[config.mk]
export PLATFORM = sky130hd
export DESIGN_NAME = cpu_microsequencer_flat
export DESIGN_NICKNAME = d
export VERILOG_FILES = /design/src/rtl/cpu_ctrl_pkg.sv /design/src/rtl/cpu_microsequencer_if.sv /design/src/rtl/cpu_instr_decode.sv /design/src/rtl/cpu_microsequencer.sv /design/src/flat_wrapper.sv
export SDC_FILE = /design/constraint.sdc
export NUM_CORES = 1
export LEC_CHECK = 0
export ABC_AREA = 1
export CAP_MARGIN = 15
export CORE_MARGIN = 4
export CORE_UTILIZATION = 45
export DETAILED_ROUTE_END_ITERATION = 8
export GPL_TIMING_DRIVEN = 0
export PLACE_DENSITY = 0.7
export SLEW_MARGIN = 25
export SYNTH_ARGS = -nofsm -noshare
export SYNTH_HDL_FRONTEND = slang
export SYNTH_HIERARCHICAL = 1
export SYNTH_SLANG_ARGS = --single-unit
[constraint.sdc]
create_clock -name clk -period 2.75 [get_ports clk]
set_clock_uncertainty 0.2 [all_clocks]
set_input_delay 0.55 -clock clk [delete_from_list [all_inputs] [get_ports clk]]
set_output_delay 0.55 -clock clk [all_outputs]
set_load 0.005 [all_outputs]
[src/rtl/cpu_ctrl_pkg.sv]
// Shared constants for the CPU control path: FSM encoding, micro-instruction layout,
// mux select encoding and the ALU opcodes the datapath top also uses.
package cpu_ctrl_pkg;

  localparam int INSTR_W = 40;

  localparam int HALT_BIT    = 39;
  localparam int IMM_SEL_BIT = 38;
  localparam int WB_EN_BIT   = 37;
  localparam int RSVD_BIT    = 36;
  localparam int OPC_MSB     = 35;
  localparam int OPC_LSB     = 28;
  localparam int RD_MSB      = 27;
  localparam int RD_LSB      = 24;
  localparam int RS_MSB      = 23;
  localparam int RS_LSB      = 20;
  localparam int RT_MSB      = 19;
  localparam int RT_LSB      = 16;
  localparam int IMM_MSB     = 15;
  localparam int IMM_LSB     = 0;

  localparam logic [4:0] SEL_NONE = 5'd0;

  localparam logic [7:0] ADD = 8'h05;
  localparam logic [7:0] SUB = 8'h09;

  localparam logic [2:0] ST_IDLE      = 3'd0;
  localparam logic [2:0] ST_FETCH     = 3'd1;
  localparam logic [2:0] ST_LOAD      = 3'd2;
  localparam logic [2:0] ST_EXEC      = 3'd3;
  localparam logic [2:0] ST_WB        = 3'd4;
  localparam logic [2:0] ST_DONE      = 3'd5;
  localparam logic [2:0] ST_STEP_WAIT = 3'd6;

  typedef logic [INSTR_W-1:0] instr_t;

  // Register k is presented to the operand muxes as k+1; 0 means no source.
  function automatic logic [4:0] reg_sel(input logic [3:0] r);
    return {1'b0, r} + 5'd1;
  endfunction

endpackage

[src/rtl/cpu_microsequencer_if.sv]
// Start/done control, instruction memory and datapath control bundle of the microsequencer.
// CPU_SEQ_SINGLE_STEP_EN adds the step / step_wait pair.
interface cpu_microsequencer_if #(parameter int PC_W = 8);
  logic            start;
  logic [PC_W-1:0] start_pc;
  logic            busy;
  logic            done;
  logic [PC_W-1:0] imem_addr;
  logic            imem_rd;
  logic [39:0]     imem_data;
  logic [15:0]     immediate;
  logic            imm_control;
  logic [4:0]      control1;
  logic [4:0]      control2;
  logic [7:0]      opcode;
  logic            buff_en;
  logic [15:0]     enable;
`ifdef CPU_SEQ_SINGLE_STEP_EN
  logic            step;
  logic            step_wait;

  modport master (
    output start, start_pc, imem_data, step,
    input  busy, done, imem_addr, imem_rd, immediate, imm_control,
           control1, control2, opcode, buff_en, enable, step_wait
  );
  modport slave (
    input  start, start_pc, imem_data, step,
    output busy, done, imem_addr, imem_rd, immediate, imm_control,
           control1, control2, opcode, buff_en, enable, step_wait
  );
`else
  modport master (
    output start, start_pc, imem_data,
    input  busy, done, imem_addr, imem_rd, immediate, imm_control,
           control1, control2, opcode, buff_en, enable
  );
  modport slave (
    input  start, start_pc, imem_data,
    output busy, done, imem_addr, imem_rd, immediate, imm_control,
           control1, control2, opcode, buff_en, enable
  );
`endif
endinterface

[src/rtl/cpu_instr_decode.sv]
// Combinational micro-instruction decode into datapath control fields.
module cpu_instr_decode
  import cpu_ctrl_pkg::*;
(
  input  instr_t      i_ir,
  output logic [4:0]  o_control1,
  output logic [4:0]  o_control2,
  output logic        o_imm_control,
  output logic [15:0] o_immediate,
  output logic [7:0]  o_opcode,
  output logic [15:0] o_wb_mask
);

  // halt is acted on by the sequencer; the reserved bit is don't-care
  logic w_unused;
  assign w_unused = ^{i_ir[HALT_BIT], i_ir[RSVD_BIT]};

  assign o_control1    = reg_sel(i_ir[RS_MSB:RS_LSB]);
  assign o_control2    = i_ir[IMM_SEL_BIT] ? SEL_NONE : reg_sel(i_ir[RT_MSB:RT_LSB]);
  assign o_imm_control = i_ir[IMM_SEL_BIT];
  assign o_immediate   = i_ir[IMM_MSB:IMM_LSB];
  assign o_opcode      = i_ir[OPC_MSB:OPC_LSB];
  assign o_wb_mask     = i_ir[WB_EN_BIT] ? (16'd1 << i_ir[RD_MSB:RD_LSB]) : 16'd0;

endmodule

[src/rtl/cpu_microsequencer.sv]
// Fetch/load/exec/writeback sequencer driving the CPU datapath from a micro-instruction memory.
// All outputs are registered from the next state; CPU_SEQ_SINGLE_STEP_EN adds a step gate after WB.
module cpu_microsequencer
  import cpu_ctrl_pkg::*;
#(
  parameter int PC_W = 8
) (
  input logic                 clk,
  input logic                 reset,
  cpu_microsequencer_if.slave bus
);

  logic [2:0]      r_state;
  logic [2:0]      w_next;
  logic [PC_W-1:0] r_pc;
  instr_t          r_ir;
  instr_t          w_ir_next;

  logic            r_busy;
  logic            r_done;
  logic            r_imem_rd;
  logic [15:0]     r_immediate;
  logic            r_imm_control;
  logic [4:0]      r_control1;
  logic [4:0]      r_control2;
  logic [7:0]      r_opcode;
  logic            r_buff_en;
  logic [15:0]     r_enable;

  logic [4:0]      w_control1;
  logic [4:0]      w_control2;
  logic            w_imm_control;
  logic [15:0]     w_immediate;
  logic [7:0]      w_opcode;
  logic [15:0]     w_wb_mask;
  logic            w_dp_active;

  always_comb begin
    w_next = r_state;
    case (r_state)
      ST_IDLE:      if (bus.start) w_next = ST_FETCH;
      ST_FETCH:     w_next = ST_LOAD;
      ST_LOAD:      w_next = bus.imem_data[HALT_BIT] ? ST_DONE : ST_EXEC;
      ST_EXEC:      w_next = ST_WB;
`ifdef CPU_SEQ_SINGLE_STEP_EN
      ST_WB:        w_next = ST_STEP_WAIT;
      ST_STEP_WAIT: if (bus.step) w_next = ST_FETCH;
`else
      ST_WB:        w_next = ST_FETCH;
`endif
      ST_DONE:      w_next = ST_IDLE;
      default:      w_next = ST_IDLE;
    endcase
  end

  // Decode the word that will be in IR next cycle so EXEC outputs can be registered.
  assign w_ir_next   = (r_state == ST_LOAD) ? bus.imem_data : r_ir;
  assign w_dp_active = (w_next == ST_EXEC) || (w_next == ST_WB);

  cpu_instr_decode u_decode (
    .i_ir          (w_ir_next),
    .o_control1    (w_control1),
    .o_control2    (w_control2),
    .o_imm_control (w_imm_control),
    .o_immediate   (w_immediate),
    .o_opcode      (w_opcode),
    .o_wb_mask     (w_wb_mask)
  );

  always_ff @(posedge clk or negedge reset) begin
    if (!reset) begin
      r_state       <= ST_IDLE;
      r_pc          <= '0;
      r_ir          <= '0;
      r_busy        <= 1'b0;
      r_done        <= 1'b0;
      r_imem_rd     <= 1'b0;
      r_immediate   <= '0;
      r_imm_control <= 1'b0;
      r_control1    <= '0;
      r_control2    <= '0;
      r_opcode      <= '0;
      r_buff_en     <= 1'b0;
      r_enable      <= '0;
    end else begin
      r_state <= w_next;
      if (r_state == ST_IDLE && bus.start)
        r_pc <= bus.start_pc;
      else if (r_state == ST_WB)
        r_pc <= r_pc + 1'b1;
      if (r_state == ST_LOAD)
        r_ir <= bus.imem_data;
      r_busy        <= (w_next != ST_IDLE) && (w_next != ST_DONE);
      r_done        <= (w_next == ST_DONE);
      r_imem_rd     <= (w_next == ST_FETCH);
      r_immediate   <= w_dp_active ? w_immediate : '0;
      r_imm_control <= w_dp_active & w_imm_control;
      r_control1    <= w_dp_active ? w_control1 : SEL_NONE;
      r_control2    <= w_dp_active ? w_control2 : SEL_NONE;
      r_opcode      <= w_dp_active ? w_opcode : '0;
      r_buff_en     <= w_dp_active;
      r_enable      <= (w_next == ST_WB) ? w_wb_mask : '0;
    end
  end

`ifdef CPU_SEQ_SINGLE_STEP_EN
  logic r_step_wait;

  always_ff @(posedge clk or negedge reset) begin
    if (!reset) r_step_wait <= 1'b0;
    else        r_step_wait <= (w_next == ST_STEP_WAIT);
  end

  assign bus.step_wait = r_step_wait;
`endif

  assign bus.busy        = r_busy;
  assign bus.done        = r_done;
  assign bus.imem_addr   = r_pc;
  assign bus.imem_rd     = r_imem_rd;
  assign bus.immediate   = r_immediate;
  assign bus.imm_control = r_imm_control;
  assign bus.control1    = r_control1;
  assign bus.control2    = r_control2;
  assign bus.opcode      = r_opcode;
  assign bus.buff_en     = r_buff_en;
  assign bus.enable      = r_enable;

endmodule

[src/flat_wrapper.sv]
// flat-port wrapper written by rule: the top's interface ports become plain ports
module cpu_microsequencer_flat import cpu_ctrl_pkg::*;
#(
  parameter int PC_W = 8
)
  (clk, reset, bus_start, bus_start_pc, bus_imem_data, bus_busy, bus_done, bus_imem_addr, bus_imem_rd, bus_immediate, bus_imm_control, bus_control1, bus_control2, bus_opcode, bus_buff_en, bus_enable);
  cpu_microsequencer_if #(.PC_W(PC_W)) bus_i ();
  input logic clk;
  input logic reset;
  input wire logic [$bits(bus_i.start)-1:0] bus_start;
  input wire logic [$bits(bus_i.start_pc)-1:0] bus_start_pc;
  input wire logic [$bits(bus_i.imem_data)-1:0] bus_imem_data;
  output wire logic [$bits(bus_i.busy)-1:0] bus_busy;
  output wire logic [$bits(bus_i.done)-1:0] bus_done;
  output wire logic [$bits(bus_i.imem_addr)-1:0] bus_imem_addr;
  output wire logic [$bits(bus_i.imem_rd)-1:0] bus_imem_rd;
  output wire logic [$bits(bus_i.immediate)-1:0] bus_immediate;
  output wire logic [$bits(bus_i.imm_control)-1:0] bus_imm_control;
  output wire logic [$bits(bus_i.control1)-1:0] bus_control1;
  output wire logic [$bits(bus_i.control2)-1:0] bus_control2;
  output wire logic [$bits(bus_i.opcode)-1:0] bus_opcode;
  output wire logic [$bits(bus_i.buff_en)-1:0] bus_buff_en;
  output wire logic [$bits(bus_i.enable)-1:0] bus_enable;
  assign bus_i.start = bus_start;
  assign bus_i.start_pc = bus_start_pc;
  assign bus_i.imem_data = bus_imem_data;
  assign bus_busy = bus_i.busy;
  assign bus_done = bus_i.done;
  assign bus_imem_addr = bus_i.imem_addr;
  assign bus_imem_rd = bus_i.imem_rd;
  assign bus_immediate = bus_i.immediate;
  assign bus_imm_control = bus_i.imm_control;
  assign bus_control1 = bus_i.control1;
  assign bus_control2 = bus_i.control2;
  assign bus_opcode = bus_i.opcode;
  assign bus_buff_en = bus_i.buff_en;
  assign bus_enable = bus_i.enable;
  cpu_microsequencer #(.PC_W(PC_W)) u_core (.clk(clk), .reset(reset), .bus(bus_i));
endmodule
# [After elaboration in Yosys (flattened, before gate mapping)]
# Cells that the tools add are included.
[word_totals] in_bits=51 regBits=105
[op_classes] n_shift=1 add_sub_neg=3 muxes=13 reduce_logical=6 eq_ne=9 n_bitwise=1
[ops] op="16-bit two-way mux" count=3
[ops] op="39-bit two-way mux" count=1
[ops] op="8-bit two-way mux" count=3
[ops] op="1-bit by 4-bit left shift with 16-bit output, first input constant" count=1
[ops] op="5-bit two-way mux" count=3
[ops] op="3-bit case mux with 5 select lines" count=1
[ops] op="4-bit by 1-bit adder with 5-bit output, second input constant" count=2
[ops] op="3-bit by 2-bit equality test with 1-bit output, second input constant" count=3
[ops] op="3-bit equality test, second input constant" count=3
[ops] op="8-bit by 1-bit adder with 8-bit output, second input constant" count=1
[ops] op="3-bit by 1-bit equality test with 1-bit output, second input constant" count=2
[ops] op="3-bit two-way mux" count=2
[ops] op="3-bit zero test" count=1
[ops] op="3-bit != test, second input constant" count=1
[ops] op="3-bit nonzero test" count=1
[ops] op="1-bit logical AND" count=2
[ops] op="2-bit nonzero test" count=1
[ops] op="1-bit bitwise AND" count=1
[ops] op="1-bit logical OR" count=1

# [Depth between registers and ports, before layout]
# Gate-level depths: netlist (run 1).
[logic_depth] ltp_word=5 mapped_depth=13 mapped_depth_nobuf=12

# [By module]
# The synthesis (run 1) kept the hierarchy.
[modules_own_cells] module="cpu_microsequencer" cells_per_inst=437 instances=1 area_per_inst_um2=4015.1
[modules_own_cells] module="cpu_instr_decode" cells_per_inst=77 instances=1 area_per_inst_um2=432.9

# [Least setup slack after synthesis (run 1)]
# OpenSTA, ideal clock, no wires.
[synth_timing] path_type="register to register" start="register u_core.r_state[2]" end="register u_core.r_control2[2], in the netlist u_core/bus.control2[2]" setup_ps=71 slack_ps=838 path_buffers=1 arrival_time_ps=1641 path_stages_with_launch=11 cell_sequence="dfrtp_1 -> nor2_4 -> nand2_4 -> clkbuf_1 -> nand2_1 -> nand2_1 -> ha_1 -> nand2_1 -> nor3b_1 -> inv_1 -> nor2_1"
[synth_via] elab_chain_len=5
[synth_lines] element="start: declaration" line_no="cpu_microsequencer.sv:13" rtl="logic [2:0] r_state;"
[synth_lines] element="start signal: assignment" line_no="cpu_microsequencer.sv:86" rtl="r_state <= w_next;"
[synth_lines] element="3-bit by 2-bit equality test with 1-bit output" line_no="cpu_microsequencer.sv:57" rtl="assign w_ir_next = (r_state == ST_LOAD) ? bus.imem_data : r_ir;"
[synth_lines] element="39-bit two-way mux"
[synth_lines] element="named net u_core.w_ir_next[16]" line_no="cpu_microsequencer.sv:17" rtl="instr_t w_ir_next;"
[synth_lines] element="4-bit by 1-bit adder with 5-bit output" line_no="cpu_ctrl_pkg.sv:39" rtl="return {1'b0, r} + 5'd1;"
[synth_lines] element="5-bit two-way mux" line_no="cpu_instr_decode.sv:19" rtl="assign o_control2 = i_ir[IMM_SEL_BIT] ? SEL_NONE : reg_sel(i_ir[RT_MSB:RT_LSB]);"
[synth_lines] element="named net u_core.w_control2[2]" line_no="cpu_microsequencer.sv:31" rtl="logic [4:0] w_control2;"
[synth_lines] element="5-bit two-way mux" line_no="cpu_microsequencer.sv:99" rtl="r_control2 <= w_dp_active ? w_control2 : SEL_NONE;"
[synth_lines] element="end signal: assignment" line_no="cpu_microsequencer.sv:99"
[synth_lines] element="end: declaration" line_no="cpu_microsequencer.sv:25" rtl="logic [4:0] r_control2;"
# The timed path passes the listed nets, and every way through them passes these cells.
# A chain may end at the register's enable or synchronous reset.

# [Final worst setup path (run 1)]
# Same ends and word-level chain as after synthesis.

==> results of run 1 <==
[area by class of cell]
| type | instances | area [um^2] |
|---|---|---|
| clock buffers | 10 | 138 |
| fillers | 838 | 3480 |
| multi-input cells | 285 | 1200 |
| clock inverters | 6 | 52.6 |
| plain buffers | 39 | 282 |
| well taps | 129 | 161 |
| flip-flops and latches | 104 | 2600 |
| repair buffers | 114 | 1160 |
| inverters | 79 | 297 |
[stage by stage]
step,TNS [ps],setup slack [ps],util
after CTS,0,555,0.629
final,0,551,0.629
after floorplan,0,845,-
after global routing,0,383,0.629
after global placement,-302440,-2910,0.604
after detailed placement,0,577,0.607
[power breakdown]
group | total, uW | internal, uW | switching [uW] | leakage, uW
logic | 3020 | 1440 | 1580 | 0.00156
registers | 2320 | 2100 | 227 | 0.00135
clock network | 897 | 367 | 530 | 0.0000910
total | 6240 | 3900 | 2340 | 0.00300
[layer usage]
layer	track usage	vias up
met5	0	-
met4	0.0347	0
met3	0.0530	8
met2	0.283	81
met1	0.214	1584
li1	-	1709
[what timing repair did]
item | 4_1_cts | 5_1_grt
hold endpoints to repair | 51 | 0
hold buffers | 1 | 0
buffers inserted | 0 | 0
resized for setup | 0 | 0
[state kept, by name, summed over array words and instances, names as in the netlist]
name,flops
u_core/r_ir,38
u_core/bus.enable,16
u_core/bus.immediate,16
u_core/bus.imem_addr,8
u_core/bus.opcode,8
u_core/bus.control1,5
u_core/bus.control2,5
u_core/r_state,3
u_core/bus.buff_en,1
u_core/bus.busy,1
u_core/bus.done,1
u_core/bus.imem_rd,1
u_core/bus.imm_control,1
[critical path, cell delays in order (launching register included)]
cell	delay (ps)
dfrtp_1	490
nor2_4	210
nand2_4	90
clkbuf_1	250
nand2_1	110
nand2_1	130
ha_1	240
nand2_1	80
nor3b_1	180
inv_1	60
nor2_1	90
[worst min path at each step]
stage,depth (start not counted),end,slack (ps)
after floorplan,0,u_core/bus.buff_en,50
after global placement,2,u_core/r_ir[2],260
after detailed placement,2,u_core/r_ir[30],260
after CTS,2,u_core/r_ir[34],290
after global routing,2,u_core/r_ir[34],300
final,2,u_core/r_ir[10],290
[placed cells by master (no fill, tap or decap), types with 2 or more instances in the layout]
cell type and count:
a21oi_1 3, nand2_1 155, clkinvlp_4 2, ha_1 3
buf_2 6, inv_1 74, buf_6 5, nor3_1 3
xor2_1 4, nand2_4 2, clkbuf_1 3, o21ai_0 9
clkinv_4 2, nand3_1 17, clkbuf_8 10, inv_2 5
clkdlybuf4s50_1 111, dfrtp_1 104, buf_4 26, nor2_1 82
==> flow_summary.toml, run 1 <==
[place]
portBuffers = 112
place_inst = 749
dpl-instance-area_mm2 = 0.00569
dp_hpwl_mm = 6.80
gp_congestion = 0.820

[power]
p_total_uw = 6240
power_density_mw_per_mm2 = 1060
leakage_uw = 0.00300
peakVddDrop_mv = 0.583

[run_status]
outcome = "complete, no violations"

[layout]
syn2layout_area_growth_pct = 34.5
fin_nets = 686
final_cells = 766
drive_gt1_frac = 0.100
antenna_cells = 0
final_area_mm2 = 0.00589

[hold_path]
holdCritStartpoint = "u_core/r_ir[10]"
hp-class = "reg -> reg"

[route]
drtIter0Drc = 104
drt-total-wl_mm = 9.22
met1_length_mm = 4.03
vias = 3382
met2_length_mm = 4.47
top_layer = "met4"
drc_errors = 0
firstDrtPassIters = 4
drt-vias-per-instance = 4.42
routedWlPerCell_um = 12.0
ant_nets = 0
met3WireLength_um = 627

[global_route]
grt_pass1_vias = 3373
track_usage = 0.168
grt_pass1_wl_mm = 15.5
grt_max_degree = 54
gr-total-overflow = 0
antenna_found_initial = 0

[worst_setup_path]
cp.arrival_ps = 2280
critPathLaunch = "u_core/r_state[2]"
cp-end-kind = "register"
reg2reg_slack_ps = 550
r2r-end = "u_core/bus.control2[2]"
r2r_start = "u_core/r_state[2]"
cp_max_fo = 10
start_kind = "register"
r2r_cells = 10
cp_data_required_time_ps = 2840
critPathCapture = "u_core/bus.control2[2]"
critPathKind = "reg -> reg"

[cts]
cts-htree-levels = 3
numCtsBuffers = 9
tritoncts = "done"
clkTransAtPathRegs_ps = 100
clock-root-buffer = "clkbuf_8"
clock_sink_count = 104
worstSkewPairLatency_ps = 350
cts_buffer_depth = 2

[floorplanning]
io_pins = 114
rows = 35
start_util = 0.467
fp.coreArea_mm2 = 0.00937
die_area_mm2 = 0.0114
die_h_um = 107
fp.dieW_um = 107

[timing]
hold_viol_final = 0
worst_slew_pin_slew_ps = 473
fmax_mhz = 455
setup_violations = 0
slew_headroom = 0.685
hold_ws_ps = 287
period_needed_ps = 2200
fin_crit_sh = 0.800
maxSlewViolCount = 0
rsz0062_at_grt = "no"

[synthesis]
synth.cell_area_mm2 = 0.00438
syn-num-nets = 561
syn-instance-count = 507
avgSynthCellArea_um2 = 8.64
yosys_warnings = 6

[run]
maxCapViolations = 0
Note: power is estimated with default switching activity, not from simulation.
==> run 2, diff against run 1 <==
Clock period 2.75 ns to 2.1 ns, I/O delays scaled along.
==> run 2 against run 1 <==
Effect of this change: first-iteration DRC count is 3.8% higher; highest routed layer unchanged; critical endpoint unchanged; setup slack worse by 410 ps; critical path depth is 1 higher; clock power is 30% higher.
==> flow_summary.toml, run 2 (synthesized netlist as in run 1, its figures left out) <==
[global_route]
gr-total-overflow = 0
antenna_found_initial = 0
track_usage = 0.168
grt_pass1_vias = 3371
grt_max_degree = 54
grt_pass1_wl_mm = 15.5

[timing]
worst_slew_pin_slew_ps = 473
period_needed_ps = 1960
rsz0062_at_grt = "no"
fin_crit_sh = 0.935
maxSlewViolCount = 0
setup_violations = 0
slew_headroom = 0.684
finalSetupTns_ps = 0
fmax_mhz = 509
hold_viol_final = 0

[power]
power_switching_share = 0.373
share_comb_of_total_power = 0.492
leakage_uw = 0.00302
p_sw_uw = 3090
clockPowerShare = 0.141
p_seq_frac = 0.367
power_density_mw_per_mm2 = 1390
peakVddDrop_mv = 0.765
p_int_uw = 5200

[layout]
fin_util = 0.635
fin_nets = 687
final_common_cell = "nand2_1"
drive_gt1_frac = 0.118
syn2layout_area_growth_pct = 35.9
antenna_cells = 0
largest_reg_flops = 38
final_cells = 767
layout_common_cells = "nand2_1 (149), clkdlybuf4s50_1 (111), dfrtp_1 (103), nor2_1 (82), inv_1 (74)"
regMostFlops = "u_core/r_ir"

[run_status]
outcome = "complete, no violations"

[worst_setup_path]
cp_max_fo = 10
critPathKind = "reg -> reg"
cp.arrival_ps = 2050
reg2reg_slack_ps = 140
r2r-end = "u_core/bus.control2[2]"
r2r_cells = 11
cp-end-kind = "register"
r2r_start = "u_core/r_state[1]"
cp_data_required_time_ps = 2180
critPathLaunch = "u_core/r_state[1]"
critPathCapture = "u_core/bus.control2[2]"
start_kind = "register"

[cts]
worstSkewPairLatency_ps = 350
cts_buffer_depth = 2
clock_sink_count = 104
tritoncts = "done"
clock-root-buffer = "clkbuf_8"
clkTransAtPathRegs_ps = 100
numCtsBuffers = 9
cts-htree-levels = 3

[floorplanning]
die_area_mm2 = 0.0114
die_h_um = 107
io_pins = 114
fp.dieW_um = 107
fp.coreArea_mm2 = 0.00937
start_util = 0.467
rows = 35

[place]
gp_congestion = 0.820
place_inst = 749
dp_hpwl_mm = 6.80
portBuffers = 112

[hold_path]
hold_depth = 2
hp-class = "reg -> reg"

[route]
routedWlPerCell_um = 12.0
ant_nets = 0
vias = 3383
drtIter0Drc = 108
drt-vias-per-instance = 4.41
firstDrtPassIters = 4
drt-total-wl_mm = 9.20
drc_errors = 0

[run]
maxCapViolations = 0
## run 2: what timing repair did
item / CTS / global route
endpoints found under the hold margin: 51 / 0
hold buffers: 1 / 0
resized for setup: 3 / 21
endpoints found under the setup margin: 18 / 24
pin swaps: 0 / 1
buffers inserted: 0 / 1
## run 2: critical path: stages (launching register included)
cell,delay [ps]
dfrtp_1,370
inv_1,100
nor2_4,150
nand2_4,90
clkbuf_4,200
nand2_1,80
nand2_2,90
ha_1,220
nand2_1,80
nor3b_1,180
inv_1,60
nor2_1,90
## run 2: power by group through the flow
| stage | Sequential (uW) | Combinational, uW | Clock (uW) |
|---|---|---|---|
| after detailed placement | 3090 | 3980 | 0 |
| after floorplan | 3080 | 2530 | 0 |
| after global placement | 3080 | 3870 | 0 |
| after global routing | 3130 | 4590 | 1300 |
| after CTS | 3050 | 4010 | 1220 |
| final | 3040 | 4080 | 1170 |
## run 2: final cells by class
type / count / area [um^2]
fillers: 828 / 3420
flip-flops and latches: 104 / 2600
clock buffers: 10 / 138
well taps: 129 / 161
multi-input cells: 285 / 1220
clock inverters: 6 / 52.6
inverters: 79 / 299
repair buffers: 115 / 1170
plain buffers: 39 / 304
## run 2: worst min path at each step
stage | start | endpoint | slack [ps]
2_1_floorplan | reset | u_core/bus.buff_en | -80
3_3_place_gp | u_core/r_ir[2] | u_core/r_ir[2] | 260
3_5_place_dp | reset | u_core/bus.imem_addr[6] | 190
4_1_cts | u_core/r_ir[34] | u_core/r_ir[34] | 290
5_1_grt | u_core/r_ir[34] | u_core/r_ir[34] | 300
6_report | u_core/r_ir[10] | u_core/r_ir[10] | 290
## run 2: per-stage QoR
step | total power [uW] | hold WS (ps) | instance area (um^2) | setup slack (ps)
after floorplan | 5610 | -75.6 | 4380 | 195
after global placement | 6950 | 258 | 5660 | -3430
after detailed placement | 7070 | 193 | 5690 | -73.0
after CTS | 8280 | 289 | 5900 | -21.3
after global routing | 9020 | 303 | 5950 | 5.93
final | 8290 | 287 | 5950 | 136
## run 2: per-layer routing
metal,GRT usage,routed length [um]
met1,0.215,3990
met2,0.283,4530
met3,0.0518,608
met4,0.0347,73
met5,0,0
==> run 3, diff against run 2 <==
Settings changed: CAP_MARGIN 15 to default, CELL_PAD_IN_SITES_DETAIL_PLACEMENT from default to 1, CELL_PAD_IN_SITES_GLOBAL_PLACEMENT from default to 2, CORE_UTILIZATION 45 to 28, PLACE_DENSITY 0.7 to 0.74.
==> run 3 against run 2 <==
Effect of this change: combinational power up 3%; utilization down 23 points; total power rose by 7.8%; via count rose by 3.0%; register-to-register slack improved by 50 ps; largest power group unchanged.
==> flow_summary.toml, run 3 (synthesized netlist as in run 1, its figures left out) <==
[worst_setup_path]
cp_cell_sequence = "clkdlybuf4s50_1"
critPathKind = "reg -> out"
crit_path_max_incr_delay_ps = 550
cp.arrival_ps = 1330
cp_slowest_cell = "clkdlybuf4s50_1"
crit_family = "buffers and inverters"
cp_num_buf_inv = 1
start_kind = "register"
cp_max_fo = 6
cp_data_required_time_ps = 1480
cp-end-kind = "output pin"

[timing]
period_needed_ps = 1950
worst_slew_pin_slew_ps = 553
fmax_mhz = 513
maxSlewViolCount = 0
setup_violations = 0
rsz0062_at_grt = "no"
slew_headroom = 0.632
hold_viol_final = 0
fin_crit_sh = 0.928
hold_ws_ps = 277

[layout]
final_cells = 851
antenna_cells = 0
regMostFlops = "u_core/r_ir"
fill_cells = 1784
drive_gt1_frac = 0.122
largest_reg_flops = 38
layout_common_cells = "nand2_1 (149), clkdlybuf4s50_1 (111), dfrtp_1 (103), nor2_1 (82), inv_1 (73)"
final_area_mm2 = 0.00618
fin_util = 0.405
syn2layout_area_growth_pct = 41.0
fin_nets = 689
final_common_cell = "nand2_1"

[cts]
clock_sink_count = 104
cts-htree-levels = 3
numCtsBuffers = 9
cts_buffer_depth = 2
worstSkewPairLatency_ps = 340
clock-root-buffer = "clkbuf_16"
tritoncts = "done"
clkTransAtPathRegs_ps = 70

[run]
maxCapViolations = 0

[hold_path]
hp-class = "reg -> reg"

[route]
routedWlPerCell_um = 13.2
ant_nets = 0
firstDrtPassIters = 4
drt-total-wl_mm = 11.3
drc_errors = 0
drt-vias-per-instance = 4.10
vias = 3485
drtIter0Drc = 133

[place]
dp_hpwl_mm = 8.05
gp_congestion = 0.721
portBuffers = 112
dpl-instance-area_mm2 = 0.00579
place_inst = 831

[power]
p_total_uw = 8940
leakage_uw = 0.00308
peakVddDrop_mv = 0.506
power_density_mw_per_mm2 = 1450

[floorplanning]
io_pins = 114
start_util = 0.287
die_area_mm2 = 0.0177
die_h_um = 133
fp.dieW_um = 133
fp.coreArea_mm2 = 0.0153
rows = 45

[global_route]
grt_max_degree = 59
grt_pass1_wl_mm = 19.2
antenna_found_initial = 0
track_usage = 0.135
gr-total-overflow = 0
grt_pass1_vias = 3888

[run_status]
outcome = "complete, no violations"
## run 3: changes by cell type in the layout (fill, tap and decap cells not counted), sizes merged
cell,before,now
clkinv,2,4
clkbuf,12,14
buf,40,41
bufinv,0,1
inv,81,79
clkinvlp,2,0
## run 3: path summary, 6_finish.rpt
kind                       slack (ps)  depth (start not counted)                    start                      end
max in group asynchronous         660                          3                    reset     u_core/bus.enable[6]
min in group asynchronous         410                          2                    reset  u_core/bus.imem_addr[4]
min reg2reg                       280                          2          u_core/r_ir[35]          u_core/r_ir[35]
max                               150                          1  u_core/bus.imem_addr[2]         bus_imem_addr[2]
min                               280                          2          u_core/r_ir[35]          u_core/r_ir[35]
max reg2reg                       190                         11        u_core/r_state[1]   u_core/bus.control2[2]
## run 3: where the power goes
part / internal [uW] / switching [uW]
sequential: 2750 / 312
clock: 926 / 734
combinational: 2010 / 2210
total: 5690 / 3250
## run 3: what timing repair did
item | in CTS | in global routing
setup endpoints to repair | 22 | 23
hold buffers | 1 | 0
pin swaps | 1 | 0
buffers inserted | 1 | 2
endpoints found under the hold margin | 57 | 0
gates resized for setup | 7 | 19
## run 3: metal layers
layer | wire length, um | global-route usage | vias up
met3 | 472 | 0.0316 | 13
met1 | 5150 | 0.172 | 1686
li1 | - | - | 1716
met2 | 5500 | 0.226 | 70
met4 | 144 | 0.0439 | 0
met5 | 0 | 0 | -
## run 3: through the flow
| stage | worst slack, ps | TNS, ps |
|---|---|---|
| 6_report | 151 | 0 |
| 3_5_place_dp | -138 | -1330 |
| 5_1_grt | 4.60 | 0 |
| 2_1_floorplan | 195 | 0 |
| 3_3_place_gp | -3700 | -384520 |
| 4_1_cts | 28.4 | 0 |
## run 3: layout make-up
cell class | instances | area, um^2 | share of cell area
Multi-Input combinational cell | 285 | 1230 | 0.199
Clock inverter | 5 | 57.6 | 0.00932
Inverter | 79 | 299 | 0.0484
Buffer | 39 | 310 | 0.0502
Timing Repair Buffer | 117 | 1180 | 0.191
Clock buffer | 11 | 233 | 0.0377
Tap cell | 211 | 264 | 0.0427
Sequential cell | 104 | 2600 | 0.422
